**config.mk**
```make
export PLATFORM = sky130hd
export DESIGN_NAME = ecp5pll_phase_ctrl
export DESIGN_NICKNAME = d
export VERILOG_FILES = /design/src/rtl/ecp5pll_pkg.sv /design/src/rtl/ecp5pll_sync2.sv /design/src/rtl/ecp5pll_phase_ctrl.sv
export SDC_FILE = /design/constraint.sdc
export NUM_CORES = 1
export LEC_CHECK = 0
export ABC_AREA = 1
export CAP_MARGIN = 15
export CORE_MARGIN = 5
export CORE_UTILIZATION = 25
export DETAILED_ROUTE_END_ITERATION = 16
export PLACE_DENSITY = 0.54
export SLEW_MARGIN = 20
export SYNTH_ARGS = -nofsm -noshare
export SYNTH_HDL_FRONTEND = slang
export SYNTH_SLANG_ARGS = --single-unit
```
**constraint.sdc**
```tcl
create_clock -name clk_i -period 1.8 [get_ports clk_i]
set_clock_uncertainty 0.15 [all_clocks]
set_input_delay 0.54 -clock clk_i [delete_from_list [all_inputs] [get_ports clk_i]]
set_output_delay 0.54 -clock clk_i [all_outputs]
set_load 0.01 [all_outputs]
```
**src/rtl/ecp5pll_pkg.sv**
```systemverilog
// Shared types and helpers for the ecp5pll dynamic phase sequencer.
package ecp5pll_pkg;

    typedef enum logic [2:0] {
        StIdle,
        StSetup,
        StStepHi,
        StStepGap,
        StDone,
        StAbort
    } phase_state_e;

    localparam logic [1:0] OUT_CLKOP  = 2'd0;
    localparam logic [1:0] OUT_CLKOS  = 2'd1;
    localparam logic [1:0] OUT_CLKOS2 = 2'd2;
    localparam logic [1:0] OUT_CLKOS3 = 2'd3;

    function automatic int unsigned max3(input int unsigned a, input int unsigned b,
                                         input int unsigned c);
        int unsigned m;
        m = (a > b) ? a : b;
        return (m > c) ? m : c;
    endfunction

    // One fine step of a phase position modulo wrap; dir=1 steps backwards.
    function automatic int unsigned pos_next(input int unsigned p, input logic dir,
                                             input int unsigned wrap);
        if (!dir) begin
            return (p >= wrap - 1) ? 0 : p + 1;
        end
        return (p == 0) ? wrap - 1 : p - 1;
    endfunction

endpackage

```
**src/rtl/ecp5pll_sync2.sv**
```systemverilog
// Two-flop synchroniser with asynchronous clear, for PLL-domain status bits.
module ecp5pll_sync2 #(
    parameter int unsigned WIDTH = 1
) (
    input  logic             clk_i,
    input  logic             reset,
    input  logic [WIDTH-1:0] d,
    output logic [WIDTH-1:0] q
);

    logic [WIDTH-1:0] meta_q;
    logic [WIDTH-1:0] sync_q;

    always_ff @(posedge clk_i or posedge reset) begin
        if (reset) begin
            meta_q <= '0;
            sync_q <= '0;
        end else begin
            meta_q <= d;
            sync_q <= meta_q;
        end
    end

    assign q = sync_q;

endmodule

```
**src/rtl/ecp5pll_phase_ctrl.sv**
```systemverilog
// Sequencer driving the ECP5 PLL dynamic phase port (phasesel/phasedir/phasestep).
// Define ECP5PLL_PHASE_TRACK_EN to keep per-output phase position counters on pos.
module ecp5pll_phase_ctrl
    import ecp5pll_pkg::*;
#(
    parameter int unsigned CNT_W        = 8,
    parameter int unsigned SETUP_CYC    = 2,
    parameter int unsigned STEP_HI_CYC  = 2,
    parameter int unsigned STEP_GAP_CYC = 4,
    parameter int unsigned POS_W        = 10,
    parameter int unsigned WRAP0        = 8,
    parameter int unsigned WRAP1        = 8,
    parameter int unsigned WRAP2        = 8,
    parameter int unsigned WRAP3        = 8
) (
    input  logic               clk_i,
    input  logic               reset,
    input  logic               req_valid,
    output logic               req_ready,
    input  logic [1:0]         req_sel,
    input  logic               req_dir,
    input  logic [CNT_W-1:0]   req_count,
    output logic               done,
    output logic               err,
    output logic               busy,
    input  logic               pll_locked,
    output logic [1:0]         phasesel,
    output logic               phasedir,
    output logic               phasestep,
    output logic               phaseloadreg,
    output logic [4*POS_W-1:0] pos
);

    localparam int unsigned CYC_MAX = max3(SETUP_CYC, STEP_HI_CYC, STEP_GAP_CYC);
    localparam int unsigned CYC_W   = (CYC_MAX > 1) ? $clog2(CYC_MAX) : 1;

    localparam logic [CYC_W-1:0] SETUP_LD = CYC_W'(SETUP_CYC - 1);
    localparam logic [CYC_W-1:0] HI_LD    = CYC_W'(STEP_HI_CYC - 1);
    localparam logic [CYC_W-1:0] GAP_LD   = CYC_W'(STEP_GAP_CYC - 1);

    phase_state_e     state_q;
    logic [CYC_W-1:0] cyc_q;
    logic [CNT_W-1:0] remain_q;
    logic [1:0]       phasesel_q;
    logic             phasedir_q;
    logic             phasestep_q;
    logic             done_q;
    logic             err_q;
    logic             busy_q;
    logic             lk;

    ecp5pll_sync2 #(
        .WIDTH(1)
    ) u_lock_sync (
        .clk_i(clk_i),
        .reset(reset),
        .d    (pll_locked),
        .q    (lk)
    );

    assign req_ready = (state_q == StIdle) && lk;

    always_ff @(posedge clk_i or posedge reset) begin
        if (reset) begin
            state_q     <= StIdle;
            cyc_q       <= '0;
            remain_q    <= '0;
            phasesel_q  <= '0;
            phasedir_q  <= 1'b0;
            phasestep_q <= 1'b0;
            done_q      <= 1'b0;
            err_q       <= 1'b0;
            busy_q      <= 1'b0;
        end else begin
            done_q <= 1'b0;
            case (state_q)
                StIdle: begin
                    if (req_valid && req_ready) begin
                        phasesel_q <= req_sel;
                        phasedir_q <= req_dir;
                        remain_q   <= req_count;
                        busy_q     <= 1'b1;
                        err_q      <= 1'b0;
                        if (req_count == '0) begin
                            state_q <= StDone;
                            done_q  <= 1'b1;
                        end else begin
                            state_q <= StSetup;
                            cyc_q   <= SETUP_LD;
                        end
                    end
                end
                StSetup, StStepHi, StStepGap: begin
                    if (!lk) begin
                        // Lock lost: cut any pulse and report; leftover steps are dropped.
                        state_q     <= StAbort;
                        phasestep_q <= 1'b0;
                        done_q      <= 1'b1;
                        err_q       <= 1'b1;
                        remain_q    <= '0;
                    end else if (cyc_q != '0) begin
                        cyc_q <= cyc_q - CYC_W'(1);
                    end else if (state_q == StStepHi) begin
                        state_q     <= StStepGap;
                        phasestep_q <= 1'b0;
                        remain_q    <= remain_q - CNT_W'(1);
                        cyc_q       <= GAP_LD;
                    end else if (state_q == StSetup || remain_q != '0) begin
                        state_q     <= StStepHi;
                        phasestep_q <= 1'b1;
                        cyc_q       <= HI_LD;
                    end else begin
                        state_q <= StDone;
                        done_q  <= 1'b1;
                    end
                end
                StDone, StAbort: begin
                    state_q <= StIdle;
                    busy_q  <= 1'b0;
                end
                default: begin
                    state_q <= StIdle;
                end
            endcase
        end
    end

    assign phasesel     = phasesel_q;
    assign phasedir     = phasedir_q;
    assign phasestep    = phasestep_q;
    assign phaseloadreg = 1'b0;
    assign done         = done_q;
    assign err          = err_q;
    assign busy         = busy_q;

`ifdef ECP5PLL_PHASE_TRACK_EN
    // Position moves only on a completed pulse, i.e. the normal falling edge of phasestep.
    logic step_fall;
    assign step_fall = (state_q == StStepHi) && lk && (cyc_q == '0);

    for (genvar n = 0; n < 4; n++) begin : g_pos
        localparam int unsigned WRAP = (n == 0) ? WRAP0 :
                                       (n == 1) ? WRAP1 :
                                       (n == 2) ? WRAP2 : WRAP3;
        logic [POS_W-1:0] pos_q;

        always_ff @(posedge clk_i or posedge reset) begin
            if (reset) begin
                pos_q <= '0;
            end else if (step_fall && (phasesel_q == 2'(n))) begin
                pos_q <= POS_W'(pos_next(32'(pos_q), phasedir_q, WRAP));
            end
        end

        assign pos[POS_W*n +: POS_W] = pos_q;
    end
`else
    assign pos = '0;
`endif

endmodule

```
==> results.py <==
metrics = {
    "status": {
        "status": "complete, but fails checks",
        "failed_checks": "setup timing",
    },
    "cells_and_area": {
        "final_area_um2": 2042,
        "layout.nets": 284,
        "final_common_cell": "nand2_1",
        "drive_gt1_share_pct": 18.05,
        "layout_common_cells": "nand2_1, conb_1, dfrtp_1",
        "antennaDiodeCount": 0,
        "area_growth_pct": 22.89,
    },
    "flow_run": {
        "drv_cap": 0,
    },
    "die": {
        "pin_count": 64,
        "start_util_pct": 25.87,
        "die_h_um": 91.53,
        "dieArea_um2": 8377,
        "die_w_um": 91.53,
        "core.rowCount": 29,
        "core_um2": 6422,
    },
    "sta": {
        "worst_slack_ns": -0.04896,
        "rsz0062_at_grt": "true",
        "hold_viol_final": 0,
        "fmax_mhz": 540.8,
        "setup_viol": 1,
        "timing.final.crit_period_ns": 1.849,
        "finalCritPeriodShare_pct": 102.7,
        "maxSlewViolCount": 0,
    },
    "placement": {
        "io_buffers": 22,
        "dp_slack_ns": -0.2217,
        "gp_congestion": 0.8050,
        "placed_area_um2": 1963,
        "dp_hpwl_um": 2710,
    },
    "drt": {
        "antenna_left": 0,
        "via_count": 1354,
        "vias_per_cell": 3.948,
        "routed_wirelength_um": 3540,
        "drt-pass1-iter-count": 4,
        "drc": 0,
        "drt-initial-drc-count": 35,
        "wire_per_inst_um": 10.32,
    },
    "yosys": {
        "yosysWarnings": 0,
        "avgSynthCellArea_um2": 7.485,
        "syn_area_um2": 1662,
        "ys_types": 30,
        "yosysSeqAreaShare_pct": 33.13,
        "ys_ff_latch": 22,
        "syn_inst": 222,
    },
    "critical_path": {
        "critical_path_class": "register to primary output",
        "critPathMaxFanout": 2,
        "start_kind": "register",
        "critPathCaptureType": "primary output",
        "cp.required_ns": 1.11,
        "worstPathArrival_ns": 1.16,
    },
    "clocking": {
        "cts_buffers": 3,
        "clkTransAtPathRegs_ns": 0.10,
        "cts_sinks": 22,
        "h-tree-depth": 1,
        "cts_tree": "built",
        "clk_path_buf_depth": 2,
        "cts_setup_buffers": 0,
        "cts.root.buffer_cell": "clkbuf_8",
        "clk_latency_ns": 0.28,
    },
    "power": {
        "pwr_density_cell_nw_per_um2": 1557,
        "vdd_drop_max_uv": 609.2,
        "p_leak_nw": 1.094,
    },
    "global_routing": {
        "grt_pass1_wl_um": 5733,
        "grt_pass1_vias": 1292,
        "grt_max_degree": 23,
        "grt_overflow": 0,
        "antenna_found_initial": 0,
        "grt.total_usage_pct": 8.164,
    },
    "hold_path": {
        "hold_class": "register to register",
    },
}
==> layer usage <==
metal | vias up | wire length (um) | global-route usage, %
met5 | - | 0 | 0
met4 | 0 | 28 | 1.884
met1 | 610 | 1590 | 9.804
met3 | 4 | 187 | 1.405
li1 | 704 | - | -
met2 | 36 | 1733 | 15.03
==> synthesized netlist by cell type (all sizes together) <==
cell type / count / area, um2
a21oi: 4 / 31.28
a2bb2oi: 1 / 8.760
and2: 1 / 8.760
buf: 42 / 315.3
conb: 1 / 3.750
dfrtp: 22 / 550.5
ha: 2 / 25.02
inv: 27 / 103.9
nand2: 65 / 261.5
nand3: 15 / 85.08
nand4: 2 / 12.51
nor2: 20 / 100.1
nor3: 1 / 16.27
o2111ai: 1 / 15.01
o21ai: 8 / 51.30
o21bai: 1 / 7.510
o22ai: 5 / 31.28
o31ai: 1 / 7.510
xnor2: 1 / 8.760
xor2: 2 / 17.52
==> logic make-up (layout without fill, tap and decap cells) <==
family / after synthesis / count (layout) / share of synthesized area (%)
DFF: 22 / 22 / 33.13
buffers and inverters: 69 / 73 / 25.23
other: 1 / 41 / 0.2257
and+or+nand+nor: 104 / 104 / 29.14
xor gates and xnor gates: 3 / 3 / 1.582
AOI/OAI and AO/OA: 21 / 21 / 9.187
adders and majority gates: 2 / 2 / 1.506
==> critical path: stages (launching register included) <==
cell and delay [ns]:
dfrtp_1 0.40, inv_2 0.08, nand2_4 0.06, nor2_4 0.08, inv_2 0.05, nor2_2 0.08, buf_2 0.14
==> power by group <==
group	leakage, nW	internal, mW	switching [mW]
clock	0.0357	0.298	0.186
combinational	0.784	0.742	1.09
sequential	0.274	0.702	0.160
total	1.09	1.74	1.44
==> per-stage QoR <==
| step | std cells | total power, mW | hold slack (ns) | setup TNS, ns | utilization [%] |
|---|---|---|---|---|---|
| 6_report | 343 | 3.180 | 0.2196 | -0.04896 | 31.79 |
| 3_5_place_dp | 339 | 2.719 | 0.1858 | -2.621 | 30.57 |
| 5_1_grt | 343 | 3.497 | 0.2288 | -0.4952 | 31.79 |
| 2_1_floorplan | 262 | 2.214 | 0.1812 | 0 | - |
| 4_1_cts | 343 | 3.152 | 0.2072 | -0.06166 | 31.50 |
| 3_3_place_gp | 339 | 2.710 | 0.1823 | -2.656 | 30.57 |
==> worst paths after layout <==
kind,from,to,slack [ns],cells past startpoint
worst max-delay path,state_q[0],req_ready,-0.05,6
worst min-delay path,u_lock_sync.meta_q,u_lock_sync.q,0.22,0
worst max register to register,state_q[2],cyc_q[0],0.10,10
worst min register to register,u_lock_sync.meta_q,u_lock_sync.q,0.22,0
max in group asynchronous,reset,cyc_q[0],0.81,3
min in group asynchronous,reset,remain_q[1],0.45,3
==> what timing repair did <==
action | in CTS | in global routing
gates cloned | 0 | 0
hold buffers | 0 | 0
gates resized for setup | 13 | 3
endpoints found under the setup margin | 8 | 6
==> state kept, by name, summed over array words and instances (netlist names) <==
signal              count
remain_q                8
state_q                 3
phasesel                2
phasestep               1
cyc_q                   2
busy                    1
done                    1
u_lock_sync.q           1
u_lock_sync.meta_q      1
phasedir                1
err                     1
==> final cells by class <==
type / instances / area [um2]
Multi-Input combinational cell: 171 / 863.3
Timing Repair Buffer: 42 / 356.6
Sequential cell: 22 / 550.5
Tap cell: 77 / 96.34
Clock inverter: 1 / 30.03
Fill cell: 690 / 4380
Inverter: 27 / 103.9
Clock buffer: 3 / 41.29
Note: power is estimated with default switching activity, not from simulation.
